===== config.mk =====
export PLATFORM = sky130hd
export DESIGN_NAME = tile_probe_sequencer_flat
export DESIGN_NICKNAME = d
export VERILOG_FILES = /design/src/rtl/tile_pkg.sv /design/src/rtl/tile_probe_sequencer_if.sv /design/src/rtl/tile_addr_calc.sv /design/src/rtl/tile_probe_sequencer.sv /design/src/flat_wrapper.sv
export SDC_FILE = /design/constraint.sdc
export NUM_CORES = 1
export LEC_CHECK = 0
export CORE_MARGIN = 2
export CORE_UTILIZATION = 40
export DETAILED_ROUTE_END_ITERATION = 6
export GPL_TIMING_DRIVEN = 0
export SLEW_MARGIN = 20
export SYNTH_ARGS = -nofsm -noshare
export SYNTH_HDL_FRONTEND = slang
export SYNTH_SLANG_ARGS = --single-unit

===== constraint.sdc =====
create_clock -name Clk -period 21.1 [get_ports Clk]
set_clock_uncertainty 0.1 [all_clocks]
set_input_delay 4.22 -clock Clk [delete_from_list [all_inputs] [get_ports Clk]]
set_output_delay 4.22 -clock Clk [all_outputs]
set_load 0.01 [all_outputs]

===== src/rtl/tile_pkg.sv =====
// Shared constants and enums for the world-map tile probe path.
// Geometry matches the 640x480 screen built from 16-pixel tiles, 40 columns wide.
package tile_pkg;
  localparam int TILE_PX          = 16;
  localparam int MAP_COLS         = 40;
  localparam int TILES_PER_SCREEN = 1200;
  localparam int SCREEN_W         = 640;
  localparam int SCREEN_H         = 480;

  localparam logic [4:0] OOB_TILE_DEF = 5'd0;

  typedef enum logic [1:0] {DIR_R, DIR_L, DIR_U, DIR_D} probe_dir_t;

  typedef enum logic [2:0] {IDLE, CAPTURE, ISSUE, WAIT, DONE} probe_state_t;
endpackage


===== src/rtl/tile_probe_sequencer_if.sv =====
// Bundle between the probe sequencer, world_rom2, the renderer address path and player physics.
// The slave modport is the sequencer; the master modport is everything around it.
interface tile_probe_sequencer_if;
  logic        Frame_Start;
  logic [9:0]  X_Pos;
  logic [9:0]  Y_Pos;
  logic [7:0]  Scroll_Col;
  logic        Render_Req;
  logic [12:0] Render_Addr;
  logic [12:0] Rom_Addr;
  logic [4:0]  Rom_Data;
  logic        Render_Grant;
  logic [4:0]  Index_R, Index_L, Index_U, Index_D;
  logic        Solid_R, Solid_L, Solid_U, Solid_D;
  logic        Probe_Valid;
  logic        Probe_Done;
  logic        Busy;

  modport master (
    output Frame_Start, X_Pos, Y_Pos, Scroll_Col, Render_Req, Render_Addr, Rom_Data,
    input  Rom_Addr, Render_Grant, Index_R, Index_L, Index_U, Index_D,
    input  Solid_R, Solid_L, Solid_U, Solid_D, Probe_Valid, Probe_Done, Busy
  );

  modport slave (
    input  Frame_Start, X_Pos, Y_Pos, Scroll_Col, Render_Req, Render_Addr, Rom_Data,
    output Rom_Addr, Render_Grant, Index_R, Index_L, Index_U, Index_D,
    output Solid_R, Solid_L, Solid_U, Solid_D, Probe_Valid, Probe_Done, Busy
  );
endinterface


===== src/rtl/tile_addr_calc.sv =====
// Pixel point plus scroll -> world_rom2 tile address and out-of-map flag.
// Purely combinational; shared with the renderer.
module tile_addr_calc
  import tile_pkg::*;
#(
  parameter int NUM_SCREENS = 6
) (
  input  logic signed [10:0] px,
  input  logic signed [10:0] py,
  input  logic [7:0]         scroll_col,
  output logic [12:0]        addr,
  output logic               oob
);
  localparam logic signed [10:0] X_MAX = 11'(SCREEN_W - 1);
  localparam logic signed [10:0] Y_MAX = 11'(SCREEN_H - 1);
  localparam logic [3:0]         NS    = 4'(NUM_SCREENS);

  logic [8:0] col;
  logic [2:0] screen;
  logic [5:0] col_in;

  always_comb begin
    col    = {3'b000, px[9:4]} + {1'b0, scroll_col};
    screen = 3'(col / 9'd40);
    col_in = 6'(col % 9'd40);
    // 13-bit arithmetic wraps exactly like the truncated ROM address bus
    addr   = 13'(col_in) + 13'(py[9:4]) * 13'(MAP_COLS) + 13'(screen) * 13'(TILES_PER_SCREEN);
    oob    = px[10] || (px > X_MAX) || py[10] || (py > Y_MAX) || ({1'b0, screen} >= NS);
  end
endmodule


===== src/rtl/tile_probe_sequencer.sv =====
// Once per frame reads the tiles right/left/up/down of the sprite through the shared ROM port.
// Renderer always wins the port; each probe costs 1+ROM_LAT cycles, OOB probes 1, stalls add 1 each.
module tile_probe_sequencer
  import tile_pkg::*;
#(
  parameter int         ROM_LAT     = 1,
  parameter int         NUM_SCREENS = 6,
  parameter logic [4:0] OOB_TILE    = OOB_TILE_DEF
) (
  input logic                   Clk,
  input logic                   Reset_n,
  tile_probe_sequencer_if.slave bus
);
  probe_state_t      state, state_nxt;
  probe_dir_t        dir, dir_nxt;
  logic [9:0]        x_q, y_q;
  logic [7:0]        scroll_q;
  logic [1:0]        cnt, cnt_nxt;
  logic              valid, valid_nxt;
  logic              cap, store;
  logic [4:0]        store_dat;
  logic [4:0]        idx_q [4];
  logic signed [10:0] xs, ys, px, py;
  logic [12:0]       probe_addr;
  logic              probe_oob;

  assign xs = signed'({1'b0, x_q});
  assign ys = signed'({1'b0, y_q});

  always_comb begin
    px = xs;
    py = ys;
    case (dir)
      DIR_R:   px = xs + 11'sd18;
      DIR_L:   px = xs - 11'sd2;
      DIR_U:   py = ys - 11'sd2;
      default: py = ys + 11'sd18;
    endcase
  end

  tile_addr_calc #(.NUM_SCREENS(NUM_SCREENS)) u_addr (
    .px         (px),
    .py         (py),
    .scroll_col (scroll_q),
    .addr       (probe_addr),
    .oob        (probe_oob)
  );

  always_comb begin
    state_nxt = state;
    dir_nxt   = dir;
    cnt_nxt   = cnt;
    valid_nxt = valid;
    cap       = 1'b0;
    store     = 1'b0;
    store_dat = OOB_TILE;
    case (state)
      IDLE: if (bus.Frame_Start) state_nxt = CAPTURE;
      CAPTURE: begin
        cap       = 1'b1;
        dir_nxt   = DIR_R;
        state_nxt = ISSUE;
      end
      ISSUE: begin
        if (probe_oob) begin
          store = 1'b1;
        end else if (!bus.Render_Req) begin
          cnt_nxt   = 2'(ROM_LAT);
          state_nxt = WAIT;
        end
      end
      WAIT: begin
        if (cnt == 2'd1) begin
          store     = 1'b1;
          store_dat = bus.Rom_Data;
        end else begin
          cnt_nxt = cnt - 2'd1;
        end
      end
      DONE: state_nxt = IDLE;
      default: state_nxt = IDLE;
    endcase
    if (store) begin
      if (dir == DIR_D) begin
        state_nxt = DONE;
        valid_nxt = 1'b1;
      end else begin
        dir_nxt   = probe_dir_t'(dir + 2'd1);
        state_nxt = ISSUE;
      end
    end
    // A new frame pulse aborts whatever is in flight, including the pending store
    if (bus.Frame_Start && state != IDLE) begin
      store     = 1'b0;
      state_nxt = CAPTURE;
    end
    if (state_nxt == CAPTURE) valid_nxt = 1'b0;
  end

  always_ff @(posedge Clk or negedge Reset_n) begin
    if (!Reset_n) begin
      state    <= IDLE;
      dir      <= DIR_R;
      cnt      <= '0;
      valid    <= 1'b0;
      x_q      <= '0;
      y_q      <= '0;
      scroll_q <= '0;
      for (int i = 0; i < 4; i++) idx_q[i] <= OOB_TILE;
    end else begin
      state <= state_nxt;
      dir   <= dir_nxt;
      cnt   <= cnt_nxt;
      valid <= valid_nxt;
      if (cap) begin
        x_q      <= bus.X_Pos;
        y_q      <= bus.Y_Pos;
        scroll_q <= bus.Scroll_Col;
      end
      if (store) idx_q[dir] <= store_dat;
    end
  end

  assign bus.Rom_Addr     = (state == ISSUE && !bus.Render_Req && !probe_oob) ? probe_addr : bus.Render_Addr;
  assign bus.Render_Grant = bus.Render_Req;
  assign bus.Index_R      = idx_q[DIR_R];
  assign bus.Index_L      = idx_q[DIR_L];
  assign bus.Index_U      = idx_q[DIR_U];
  assign bus.Index_D      = idx_q[DIR_D];
  assign bus.Solid_R      = ~idx_q[DIR_R][0];
  assign bus.Solid_L      = ~idx_q[DIR_L][0];
  assign bus.Solid_U      = ~idx_q[DIR_U][0];
  assign bus.Solid_D      = ~idx_q[DIR_D][0];
  assign bus.Probe_Valid  = valid;
  assign bus.Probe_Done   = (state == DONE);
  assign bus.Busy         = (state != IDLE);
endmodule


===== src/flat_wrapper.sv =====
// flat-port wrapper written by rule: the top's interface ports become plain ports
module tile_probe_sequencer_flat import tile_pkg::*;
#(
  parameter int         ROM_LAT     = 1,
  parameter int         NUM_SCREENS = 6,
  parameter logic [4:0] OOB_TILE    = OOB_TILE_DEF
)
  (Clk, Reset_n, bus_Frame_Start, bus_X_Pos, bus_Y_Pos, bus_Scroll_Col, bus_Render_Req, bus_Render_Addr, bus_Rom_Data, bus_Rom_Addr, bus_Render_Grant, bus_Index_R, bus_Index_L, bus_Index_U, bus_Index_D, bus_Solid_R, bus_Solid_L, bus_Solid_U, bus_Solid_D, bus_Probe_Valid, bus_Probe_Done, bus_Busy);
  tile_probe_sequencer_if bus_i ();
  input logic Clk;
  input logic Reset_n;
  input wire logic [$bits(bus_i.Frame_Start)-1:0] bus_Frame_Start;
  input wire logic [$bits(bus_i.X_Pos)-1:0] bus_X_Pos;
  input wire logic [$bits(bus_i.Y_Pos)-1:0] bus_Y_Pos;
  input wire logic [$bits(bus_i.Scroll_Col)-1:0] bus_Scroll_Col;
  input wire logic [$bits(bus_i.Render_Req)-1:0] bus_Render_Req;
  input wire logic [$bits(bus_i.Render_Addr)-1:0] bus_Render_Addr;
  input wire logic [$bits(bus_i.Rom_Data)-1:0] bus_Rom_Data;
  output wire logic [$bits(bus_i.Rom_Addr)-1:0] bus_Rom_Addr;
  output wire logic [$bits(bus_i.Render_Grant)-1:0] bus_Render_Grant;
  output wire logic [$bits(bus_i.Index_R)-1:0] bus_Index_R;
  output wire logic [$bits(bus_i.Index_L)-1:0] bus_Index_L;
  output wire logic [$bits(bus_i.Index_U)-1:0] bus_Index_U;
  output wire logic [$bits(bus_i.Index_D)-1:0] bus_Index_D;
  output wire logic [$bits(bus_i.Solid_R)-1:0] bus_Solid_R;
  output wire logic [$bits(bus_i.Solid_L)-1:0] bus_Solid_L;
  output wire logic [$bits(bus_i.Solid_U)-1:0] bus_Solid_U;
  output wire logic [$bits(bus_i.Solid_D)-1:0] bus_Solid_D;
  output wire logic [$bits(bus_i.Probe_Valid)-1:0] bus_Probe_Valid;
  output wire logic [$bits(bus_i.Probe_Done)-1:0] bus_Probe_Done;
  output wire logic [$bits(bus_i.Busy)-1:0] bus_Busy;
  assign bus_i.Frame_Start = bus_Frame_Start;
  assign bus_i.X_Pos = bus_X_Pos;
  assign bus_i.Y_Pos = bus_Y_Pos;
  assign bus_i.Scroll_Col = bus_Scroll_Col;
  assign bus_i.Render_Req = bus_Render_Req;
  assign bus_i.Render_Addr = bus_Render_Addr;
  assign bus_i.Rom_Data = bus_Rom_Data;
  assign bus_Rom_Addr = bus_i.Rom_Addr;
  assign bus_Render_Grant = bus_i.Render_Grant;
  assign bus_Index_R = bus_i.Index_R;
  assign bus_Index_L = bus_i.Index_L;
  assign bus_Index_U = bus_i.Index_U;
  assign bus_Index_D = bus_i.Index_D;
  assign bus_Solid_R = bus_i.Solid_R;
  assign bus_Solid_L = bus_i.Solid_L;
  assign bus_Solid_U = bus_i.Solid_U;
  assign bus_Solid_D = bus_i.Solid_D;
  assign bus_Probe_Valid = bus_i.Probe_Valid;
  assign bus_Probe_Done = bus_i.Probe_Done;
  assign bus_Busy = bus_i.Busy;
  tile_probe_sequencer #(.ROM_LAT(ROM_LAT), .NUM_SCREENS(NUM_SCREENS), .OOB_TILE(OOB_TILE)) u_core (.Clk(Clk), .Reset_n(Reset_n), .bus(bus_i));
endmodule

* Word level (Yosys, flattened, before mapping) *
Cells that the tools add are included.

word-level totals
  bits in registers = 56
  latch bits = 0
  RAM bits = 0
  ROM bits = 0
  output and inout bits = 41
  word-level logic and storage cells = 95
  memories = 0

cells by class
  add/sub/neg operators = 9
  $mul = 2
  div/mod/pow operators = 2
  order comparisons = 5
  equality and inequality tests = 12
  shift operators = 0
  muxes and demuxes = 30
  bitwise gates (word level) = 5
  reductions and logical operators = 19

operator list
  cell                                                  number
  one-hot mux 11 bit (2 select lines)                   2
  adder 10 x 5 -> 11 bit, second input constant         2
  subtractor 10 x 2 -> 11 bit, second input constant    2
  bitwise mux 20 bit                                    1
  two-way mux 3 bit                                     6
  two-way mux 5 bit                                     3
  adder 13 bit                                          1
  adder 6 x 12 -> 13 bit                                1
  two-way mux 13 bit                                    1
  two-way mux 2 bit                                     6
  one-hot mux 3 bit (4 select lines)                    1
  > comparator 11 x 10 -> 1 bit, second input constant  1
  > comparator 11 bit, second input constant            1
  demux 5 bit (select 2 bit)                            1
  adder 6 x 8 -> 9 bit                                  1
  divider 9 x 6 -> 9 bit, second input constant         1
  modulo 9 x 6 -> 9 bit, second input constant          1
  multiplier 3 x 7 -> 9 bit, second input constant      1
  multiplier 6 x 3 -> 9 bit, second input constant      1
  two-way mux 1 bit                                     7
  equality test 3 x 1 -> 1 bit, second input constant   2
  equality test 3 x 2 -> 1 bit, second input constant   2
  >= comparator 3 bit, second input constant            2
  != test 2 bit, second input constant                  3
  20 further kinds                                      34

* Longest topological paths before layout *
Gate-level depths: netlist of the first run.

  depth in word-level cells = 14
  depth in mapped cells = 39
  mapped depth without buffers = 35

* Modules after synthesis *
A second synthesis of the first run with hierarchy kept.

second synthesis, totals
  cells, all modules = 614
  area, all modules = 5517.8 um2

by module, submodules not included
  module                instances  cells each  area an instance (um2)  seq. area each (um2)
  tile_probe_sequencer  1          343         3549.7                  1401.3
  tile_addr_calc        1          271         1968.1                  0.0

* Worst setup path before layout of the first run *
No wires, ideal clock.

  path type = reg2out
  from = reg u_core.dir[1]
  to = out bus_Rom_Addr[12]
  arrival time = 7.489 ns
  data required time = 16.780 ns
  slack = 9.291 ns
  stages on the path, launching flop included = 37
  path buffers = 2
  cell sequence = dfrtp_1 inv_1 ha_1 buf_2 buf_1 xor2_1 ha_1 a21bo_2 a22oi_2 mux2i_1 or3_1 nand2_1 xnor2_1 ha_1 o21ai_0 or4b_2 o2111ai_1 inv_1 a211o_1 a21oi_1 inv_1 ha_1 ha_1 inv_1 fa_1 inv_1 ha_1 ha_1 inv_1 o21bai_1 a21oi_1 nor2_1 nor2_1 o21ai_0 xor2_1 xnor2_1 mux2_2

on the way
  word-level cells in the longest chain between the ends = 10

RTL lines
  item                                                                  RTL line                     RTL
  start, declared                                                       tile_probe_sequencer.sv:15   probe_dir_t dir, dir_nxt;
  start signal, assigned                                                tile_probe_sequencer.sv:112  dir <= dir_nxt;
  parallel branches: the longest is 9 deep, another holds adder 13 bit  --
  two-way mux 13 bit (*)                                                tile_probe_sequencer.sv:124  assign bus.Rom_Addr = (state == ISSUE && !bus.Render_Req && !probe_oob) ? probe_addr : bus.Render_Addr;
  end, declared                                                         flat_wrapper.sv:19           output wire logic [$bits(bus_i.Rom_Addr)-1:0] bus_Rom_Addr;

Mark *: on every way between the ends.

* Final worst setup path of the first run *
Same ends and word-level chain as after synthesis.

==> results of run 1 <==
-- final cells by class --
class,count,area share
Inverter,45,0.02714
Buffer,28,0.02291
Timing Repair Buffer,88,0.1411
Sequential cell,54,0.2171
Clock buffer,5,0.02010
Clock inverter,3,0.004221
Tap cell,168,0.03377
Multi-Input combinational cell,409,0.5337
-- layout by cell type, fill, tap and decap left out, types with 4 or more instances in the layout --
master and n:
a211o_1 6, a211oi_1 4, a21o_1 8, a21oi_1 25, a221oi_1 4, a31oi_1 6
a32o_1 20, clkbuf_1 20, clkbuf_16 5, clkdlybuf4s50_1 87, dfrtp_1 54, fa_1 7
ha_1 53, inv_1 45, mux2_2 31, mux2_4 6, mux2i_1 4, nand2_1 34
nand3_1 10, nor2_1 30, nor2b_1 6, nor3_1 6, nor3b_1 8, o211ai_1 5
o21ai_0 24, o22ai_1 5, xnor2_1 26, xor2_1 12
-- per-stage QoR --
| step | cell area [um2] | std cells | setup slack [ps] | hold WS (ps) |
|---|---|---|---|---|
| after global routing | 6225 | 800 | 6617 | 420.1 |
| final | 6225 | 800 | 7352 | 407.5 |
| after CTS | 6225 | 800 | 7377 | 407.9 |
| after global placement | 6076 | 792 | 7787 | 381.6 |
| after detailed placement | 6073 | 792 | 7728 | 380.7 |
| after floorplan | 4985 | 536 | 9291 | 387.5 |
-- path summary, 6_finish.rpt --
kind | end | from | depth (start not counted) | slack [ps]
max | bus_Rom_Addr[12] | u_core.dir[1] | 40 | 7350
min | u_core.bus.Index_D[3] | u_core.bus.Index_D[3] | 1 | 410
max reg2reg | u_core.cnt[1] | u_core.dir[1] | 28 | 12920
min reg2reg | u_core.bus.Index_D[3] | u_core.bus.Index_D[3] | 1 | 410
max in group asynchronous | u_core.y_q[3] | Reset_n | 1 | 16560
min in group asynchronous | u_core.x_q[4] | Reset_n | 1 | 3870
-- sequential cells by signal, indices dropped and copies added (netlist names), 3 cells and up --
| name | flops |
|---|---|
| u_core.bus.Index_L | 5 |
| u_core.state | 3 |
| u_core.y_q | 9 |
| u_core.x_q | 9 |
| u_core.bus.Index_U | 5 |
| u_core.scroll_q | 8 |
| u_core.bus.Index_R | 5 |
| u_core.bus.Index_D | 5 |
-- logic make-up (layout without fill, tap and decap cells) --
family / after synthesis / in the layout / synth area share
compound gates: 143 / 143 / 0.2098
simple gates: 127 / 127 / 0.1325
buf+inv: 73 / 169 / 0.06250
fa+ha+maj: 60 / 60 / 0.1611
flops: 54 / 54 / 0.2711
mux: 41 / 41 / 0.09613
xor+xnor: 38 / 38 / 0.06677
-- routing by layer --
metal / part of all wire / routed length (um) / track usage / vias up
met5: 0 / 0 / 0 / -
met4: 0.018 / 229 / 0.05873 / 0
met3: 0.049 / 630 / 0.02981 / 19
met2: 0.47 / 5983 / 0.3275 / 128
met1: 0.46 / 5893 / 0.2630 / 2087
li1: - / - / - / 2158
-- critical path: cells and delay by family, from the launching register on --
kind / cells / cell delay, ps
compound gates: 12 / 2750
fa+ha+maj: 8 / 2080
buf+inv: 9 / 1960
simple gates: 5 / 830
xor+xnor: 4 / 670
mux: 2 / 430
flops: 1 / 400
==> impl_metrics.yaml, run 1 <==
hold_path:
  min_path_type: "reg -> reg"
synthesis:
  syn_area_per_cell_um2: 9.300
  postSynthCellCount: 536
  synthTopCellsByArea: "dfrtp_1 27%, ha_1 13%, mux2_2 7.0%"
  synth.most_common_cell: "dfrtp_1"
  yosysWarnings: 0
  synthTopCellsByCount: "54 x dfrtp_1, 53 x ha_1, 45 x inv_1, 34 x nand2_1, 31 x mux2_2"
  synth_top_area_frac: 0.2711
  synth_fp_nets: 646
  synth.yosys.seq_area_share: 0.2711
  synth_ff_type: "dfrtp_1"
  async_flop_share: 1.000
  synth-seq-cells: 54
  synth_cell_types: 72
  synth_edf_count: 0
  synthesis.area_um2: 4985
  yosys.area.top_type: "dfrtp_1"
clock_network:
  cts_buffer_depth: 2
  numCtsBuffers: 5
  postCtsSetupBuffers: 0
  h-tree-depth: 2
  cts.hold.buffers_added: 0
  post_cts_resized: 0
  clk_pin_slew_ps: 80
  cts_tree: "done"
  clock_latency_ps: 300
  clock-sinks: 54
  cts_root_buffer: "clkbuf_16"
timing:
  fmax_ghz: 0.07274
  maxSlewViolCount: 0
  min_period_ps: 13750
  finalCritPeriodShare: 0.6516
  grt_setup_unrepaired: "false"
  setup_viol: 0
  slew_headroom: 0.3131
  tightest_slew_ps: 1028
  finalHoldViolations: 0
  setup_tns_ps: 0
cells_and_area:
  seqCellArea_um2: 1351
  fillerInstances: 1155
  layout-drive-gt1-share: 0.09652
  antennaDiodeCount: 0
  final_nets: 741
  post-route-util: 0.5139
  multi_input_area_um2: 3322
  area_delta_synth_final_pct: 24.87
critical_path:
  worst_setup_path_end_kind: "output pin"
  required_ps: 16780
  cp_max_fo: 10
  cpPeakStageDelay_ps: 470
  worst_path_max_delay_cell: "fa_1"
  crit_type: "reg -> out"
  cp-start-kind: "flop"
  cp_common_cell: "ha_1"
  cp.arrival_ps: 9430
floorplanning:
  initial_utilization: 0.4116
  row_count: 40
  dieHeight_um: 115.6
  fp.dieArea_um2: 13370
  die_x_um: 115.6
  coreArea_um2: 12110
  io_pins: 91
run_status:
  status: "finished, final reports clean"
routing:
  drt_first_pass_iters: 4
  drt-initial-drc-count: 196
  num_vias: 4392
  ant_nets: 0
  finalWirelength_mm: 12.74
  drc: 0
  wl_per_cell_um: 15.92
  avgViaCountPerCell: 5.490
grt:
  grt_max_degree: 55
  grtUsageTotal: 0.1957
  grt_pass1_wl_mm: 20.96
  grt_pass1_vias: 4300
  antenna_found_initial: 0
  grt_overflow: 0
place:
  port_buffers: 88
  place_congestion: 0.8821
  hpwl_mm: 9.968
flow_run:
  maxCapViolations: 0
Power of run 1 is not shown: default switching activity piles up to over one toggle a cycle in this logic, so the estimate is an artifact.
==> run 2, diff against run 1 <==
--- a/config.mk
+++ b/config.mk
@@ -9,6 +9,7 @@
 export CORE_UTILIZATION = 40
 export DETAILED_ROUTE_END_ITERATION = 6
 export GPL_TIMING_DRIVEN = 0
+export PLACE_DENSITY = 0.66
 export SLEW_MARGIN = 20
 export SYNTH_ARGS = -nofsm -noshare
 export SYNTH_HDL_FRONTEND = slang
==> constraint.sdc (replaced) <==
create_clock -name Clk -period 12.24 [get_ports Clk]
set_clock_uncertainty 0.1 [all_clocks]
set_input_delay 2.448 -clock Clk [delete_from_list [all_inputs] [get_ports Clk]]
set_output_delay 2.448 -clock Clk [all_outputs]
set_load 0.01 [all_outputs]
==> run 2 against run 1 <==
  * The flow now finishes with violations (DRC)
  * Flip-flop and latch count stayed put
  * Critical path depth stayed put
  * Register-to-register slack worse by 8400 ps
  * Final cell count stayed put
  * Final area is 0.26% higher
  * Routed wire length is 0.64% higher
  * Utilization is 0.13 points higher
  * Sequential share of layout area is 0.057 points lower
==> impl_metrics.yaml, run 2 (synthesized netlist as in run 1, its figures left out) <==
grt:
  grt_overflow: 0
  use_met1: 0.2429
  grt_pass1_vias: 4226
  grt_pass1_wl_mm: 20.80
  met2_usage: 0.3462
  grt_busiest_layer: "met2"
  grtUsageTotal: 0.1936
  grt_max_degree: 55
  use_met3: 0.04446
  antenna_found_initial: 0
timing:
  fmax_ghz: 0.08576
  finalCritPeriodShare: 0.9526
  tightest_slew_ps: 1040
  min_period_ps: 11660
  setup_tns_ps: 0
  setup_viol: 0
  grt_setup_unrepaired: "false"
  maxSlewViolCount: 0
  finalHoldViolations: 0
  slew_headroom: 0.3054
routing:
  drc: 5
  avgViaCountPerCell: 5.543
  wl_per_cell_um: 16.02
  ant_nets: 0
  num_vias: 4434
  drt_first_pass_iters: 7
  finalWirelength_mm: 12.82
  drt-initial-drc-count: 278
hold_path:
  hold_end: "u_core.bus.Index_U[2]"
  min_path_type: "reg -> reg"
  hold_depth: 1
  worstHoldStart: "u_core.bus.Index_U[2]"
cells_and_area:
  antennaDiodeCount: 0
  post-route-util: 0.5153
  reg_top3: "u_core.x_q: 9 flops, u_core.y_q: 9 flops, u_core.scroll_q: 8 flops"
  fillerInstances: 1133
  area_delta_synth_final_pct: 25.20
  final_common_cell: "clkdlybuf4s50_1"
  seqCellArea_um2: 1351
  final_cell_mix: "87 x clkdlybuf4s50_1, 54 x dfrtp_1, 53 x ha_1"
  layout-drive-gt1-share: 0.1044
  final_nets: 741
  multi_input_area_um2: 3336
clock_network:
  cts_tree: "done"
  numCtsBuffers: 5
  clk_pin_slew_ps: 80
  h-tree-depth: 2
  cts_buffer_depth: 2
  cts_root_buffer: "clkbuf_16"
  clock-sinks: 54
  cts.hold.buffers_added: 0
  clock_latency_ps: 300
critical_path:
  cp.arrival_ps: 9110
  r2r_start: "u_core.dir[1]"
  crit_type: "reg -> out"
  cp_max_fo: 10
  cpPeakStageDelay_ps: 480
  worst_setup_path_end_kind: "output pin"
  cp-start-kind: "flop"
  r2r_slack_ps: 4490
  cp_common_cell: "ha_1"
  worst_path_max_delay_cell: "fa_1"
  r2r-end: "u_core.cnt[1]"
  r2r_cells: 28
  required_ps: 9690
flow_run:
  maxCapViolations: 0
place:
  port_buffers: 88
  place_congestion: 0.9046
  hpwl_mm: 9.980
run_status:
  violations: "DRC"
  status: "finished with violations"
floorplanning:
  row_count: 40
  initial_utilization: 0.4116
  coreArea_um2: 12110
  die_x_um: 115.6
  dieHeight_um: 115.6
  fp.dieArea_um2: 13370
  io_pins: 91
[run 2: changes by cell type in the layout (fill, tap and decap cells not counted)]
cell	delta
o2111ai_1	-1
buf_1	-1
a21oi_1	-1
clkbuf_2	+2
a21oi_2	+1
o21ai_1	-1
o2111ai_2	+1
clkbuf_1	-1
o21ai_2	+1
[run 2: worst max path at each step]
stage,slack (ps),depth (start not counted),from,end
6_report,580,40,u_core.dir[1],bus_Rom_Addr[12]
3_3_place_gp,710,37,u_core.dir[1],bus_Rom_Addr[12]
2_1_floorplan,2200,36,u_core.dir[1],bus_Rom_Addr[12]
3_5_place_dp,520,37,u_core.dir[1],bus_Rom_Addr[12]
5_1_grt,5,38,u_core.dir[1],bus_Rom_Addr[12]
4_1_cts,180,37,u_core.dir[1],bus_Rom_Addr[12]
[run 2: metrics by stage]
stage / cell area [um2] / cells / setup slack, ps / hold WS, ps
2_1_floorplan: 4985 / 536 / 2203 / 387.5
3_3_place_gp: 6076 / 792 / 709.3 / 380.3
3_5_place_dp: 6073 / 792 / 521.9 / 383.7
4_1_cts: 6225 / 800 / 176.9 / 398.4
5_1_grt: 6241 / 800 / 4.682 / 425.7
6_report: 6241 / 800 / 580.2 / 396.0
[run 2: what timing repair did]
action	4_1_cts	5_1_grt
gates resized for setup	0	6
setup endpoints to repair	0	2
setup buffers	0	0
[run 2: layout make-up]
class,instances,area share
Clock buffer,5,0.02005
Sequential cell,54,0.2165
Buffer,28,0.02326
Multi-Input combinational cell,409,0.5345
Timing Repair Buffer,88,0.1407
Tap cell,168,0.03368
Clock inverter,3,0.004210
Inverter,45,0.02706
[run 2: metal layers]
layer	vias to the layer above	routed length (um)	share of wire
li1	2148	-	-
met1	2127	5411	0.42
met2	145	6386	0.50
met3	14	896	0.070
met4	0	125	0.0098
met5	-	0	0
[run 2: critical path, delay by kind of cell, from the launching register on]
kind	cells	cell delay, ps
adder cells (fa/ha/maj)	8	2100
multiplexers	2	430
AO/OA/AOI/OAI	12	2570
AND/OR/NAND/NOR	5	860
flip-flops	1	400
XOR/XNOR	4	740
buffers and inverters	9	1730
Power of run 2 is left out for the same reason.
==> run 3, diff against run 2 <==
--- a/config.mk
+++ b/config.mk
@@ -8,7 +8,6 @@
 export CORE_MARGIN = 2
 export CORE_UTILIZATION = 40
 export DETAILED_ROUTE_END_ITERATION = 6
-export GPL_TIMING_DRIVEN = 0
 export PLACE_DENSITY = 0.66
 export SLEW_MARGIN = 20
 export SYNTH_ARGS = -nofsm -noshare
==> constraint.sdc (replaced) <==
create_clock -name Clk -period 12.24 [get_ports Clk]
set_clock_uncertainty 0.1 [all_clocks]
set_input_delay 2.448 -clock Clk [delete_from_list [all_inputs] [get_ports Clk]]
set_output_delay 2.448 -clock Clk [all_outputs]
set_load 0.005 [all_outputs]
==> run 3 against run 2 <==
  * The flow now finishes without violations
  * Clock-buffer cell count unchanged
  * Utilization is 1.0 points lower
  * First-iteration DRC count shrank 21%
  * Critical path type unchanged
  * Largest cell class unchanged
  * Highest routed layer unchanged
==> impl_metrics.yaml, run 3 (synthesized netlist as in run 1, its figures left out) <==
cells_and_area:
  final_nets: 715
  fillerInstances: 1123
  antennaDiodeCount: 0
  reg_top3: "u_core.x_q: 9 flops, u_core.y_q: 9 flops, u_core.scroll_q: 8 flops"
  final_common_cell: "clkdlybuf4s50_1"
  final_cell_mix: "87 x clkdlybuf4s50_1, 54 x dfrtp_1, 52 x ha_1"
  layout-drive-gt1-share: 0.09901
  seqCellArea_um2: 1351
  multi_input_area_um2: 3341
  area_delta_synth_final_pct: 22.69
clock_network:
  post_cts_resized: 0
  clock-sinks: 54
  numCtsBuffers: 5
  cts_root_buffer: "clkbuf_16"
  postCtsSetupBuffers: 0
  h-tree-depth: 2
  clock_latency_ps: 300
  clk_pin_slew_ps: 80
  cts_tree: "done"
  cts.hold.buffers_added: 0
  cts_buffer_depth: 2
grt:
  grt_pass1_wl_mm: 20.97
  grt_pass1_vias: 4329
  grt_overflow: 0
  grtUsageTotal: 0.1940
  grt_max_degree: 55
  antenna_found_initial: 0
critical_path:
  cp_top_family: "adder cells"
  worst_setup_path_end_kind: "output pin"
  cp-start-kind: "flop"
  r2r-end: "u_core.cnt[1]"
  r2r_start: "u_core.dir[1]"
  cpPeakStageDelay_ps: 630
  r2r_slack_ps: 4290
  crit_type: "reg -> out"
  required_ps: 9690
  worst_path_max_delay_cell: "or4b_2"
  cp.arrival_ps: 8980
  cp_max_fo: 23
  path_buf_inv: 7
  r2r_cells: 24
timing:
  setup_tns_ps: 0
  setup_viol: 0
  slew_headroom: 0.3317
  fmax_ghz: 0.08674
  maxSlewViolCount: 0
  finalHoldViolations: 0
  grt_setup_unrepaired: "false"
  finalCritPeriodShare: 0.9419
  tightest_slew_ps: 995.4
  min_period_ps: 11530
routing:
  avgViaCountPerCell: 5.640
  num_vias: 4365
  drt-initial-drc-count: 220
  drc: 0
  ant_nets: 0
  wl_per_cell_um: 16.27
  finalWirelength_mm: 12.59
  drt_first_pass_iters: 6
place:
  port_buffers: 88
  hpwl_mm: 9.612
  place_congestion: 0.8872
floorplanning:
  coreArea_um2: 12110
  fp.dieArea_um2: 13370
  die_x_um: 115.6
  dieHeight_um: 115.6
  io_pins: 91
  row_count: 40
  initial_utilization: 0.4116
hold_path:
  hold_depth: 1
  worstHoldStart: "u_core.bus.Index_L[2]"
  min_path_type: "reg -> reg"
  hold_end: "u_core.bus.Index_L[2]"
flow_run:
  maxCapViolations: 0
run_status:
  status: "finished, final reports clean"
run 3: worst max path at each step:
stage	startpoint	to	slack, ps	cells after the start
3_5_place_dp	u_core.dir[1]	bus_Rom_Addr[12]	910	35
3_3_place_gp	u_core.dir[1]	bus_Rom_Addr[12]	1060	35
6_report	u_core.dir[1]	bus_Rom_Addr[12]	710	35
4_1_cts	u_core.dir[1]	bus_Rom_Addr[12]	540	35
2_1_floorplan	u_core.dir[1]	bus_Rom_Addr[12]	2220	36
5_1_grt	u_core.dir[1]	bus_Rom_Addr[12]	80	35
run 3: per-layer routing:
| metal | track usage | routed length (um) | vias up |
|---|---|---|---|
| met5 | 0 | 0 | - |
| met4 | 0.04762 | 181 | 0 |
| met3 | 0.03870 | 844 | 14 |
| met2 | 0.3368 | 6086 | 144 |
| met1 | 0.2488 | 5478 | 2108 |
| li1 | - | - | 2099 |
run 3: worst reg2reg max path, stage by stage, from the launching register on:
cell and delay, ps:
dfrtp_1 400, inv_1 120, ha_2 450, xor2_1 190
ha_1 170, a21bo_2 220, a22oi_2 310, mux2i_1 160
or3_1 380, nand2_1 110, xnor2_1 100, ha_1 380
o21ai_0 160, or4b_2 630, o2111ai_1 350, inv_1 280
a211o_1 330, a21oi_1 320, inv_1 180, ha_1 280
a2111o_1 400, a311o_1 330, a211o_1 260, or4_1 880
a22o_1 350
run 3: final cells by class:
| class | instances | area share |
|---|---|---|
| tap | 168 | 0.03437 |
| multi-input combinational | 409 | 0.5462 |
| clock buffer | 5 | 0.02046 |
| inverter | 45 | 0.02762 |
| sequential | 54 | 0.2209 |
| clock inverter | 3 | 0.004705 |
| timing repair buffer | 90 | 0.1457 |
run 3: metrics by stage:
| step | std cells | setup slack (ps) | instance area (um2) | hold slack [ps] | utilization |
|---|---|---|---|---|---|
| after floorplan | 536 | 2223 | 4985 | 385.9 | - |
| after global placement | 766 | 1060 | 5953 | 378.2 | 0.4915 |
| after detailed placement | 766 | 910.4 | 5953 | 384.1 | 0.4915 |
| after CTS | 774 | 540.6 | 6107 | 405.6 | 0.5042 |
| after global routing | 774 | 79.54 | 6116 | 414.9 | 0.5050 |
| final | 774 | 711.1 | 6116 | 404.5 | 0.5050 |
Power of run 3 is left out for the same reason.
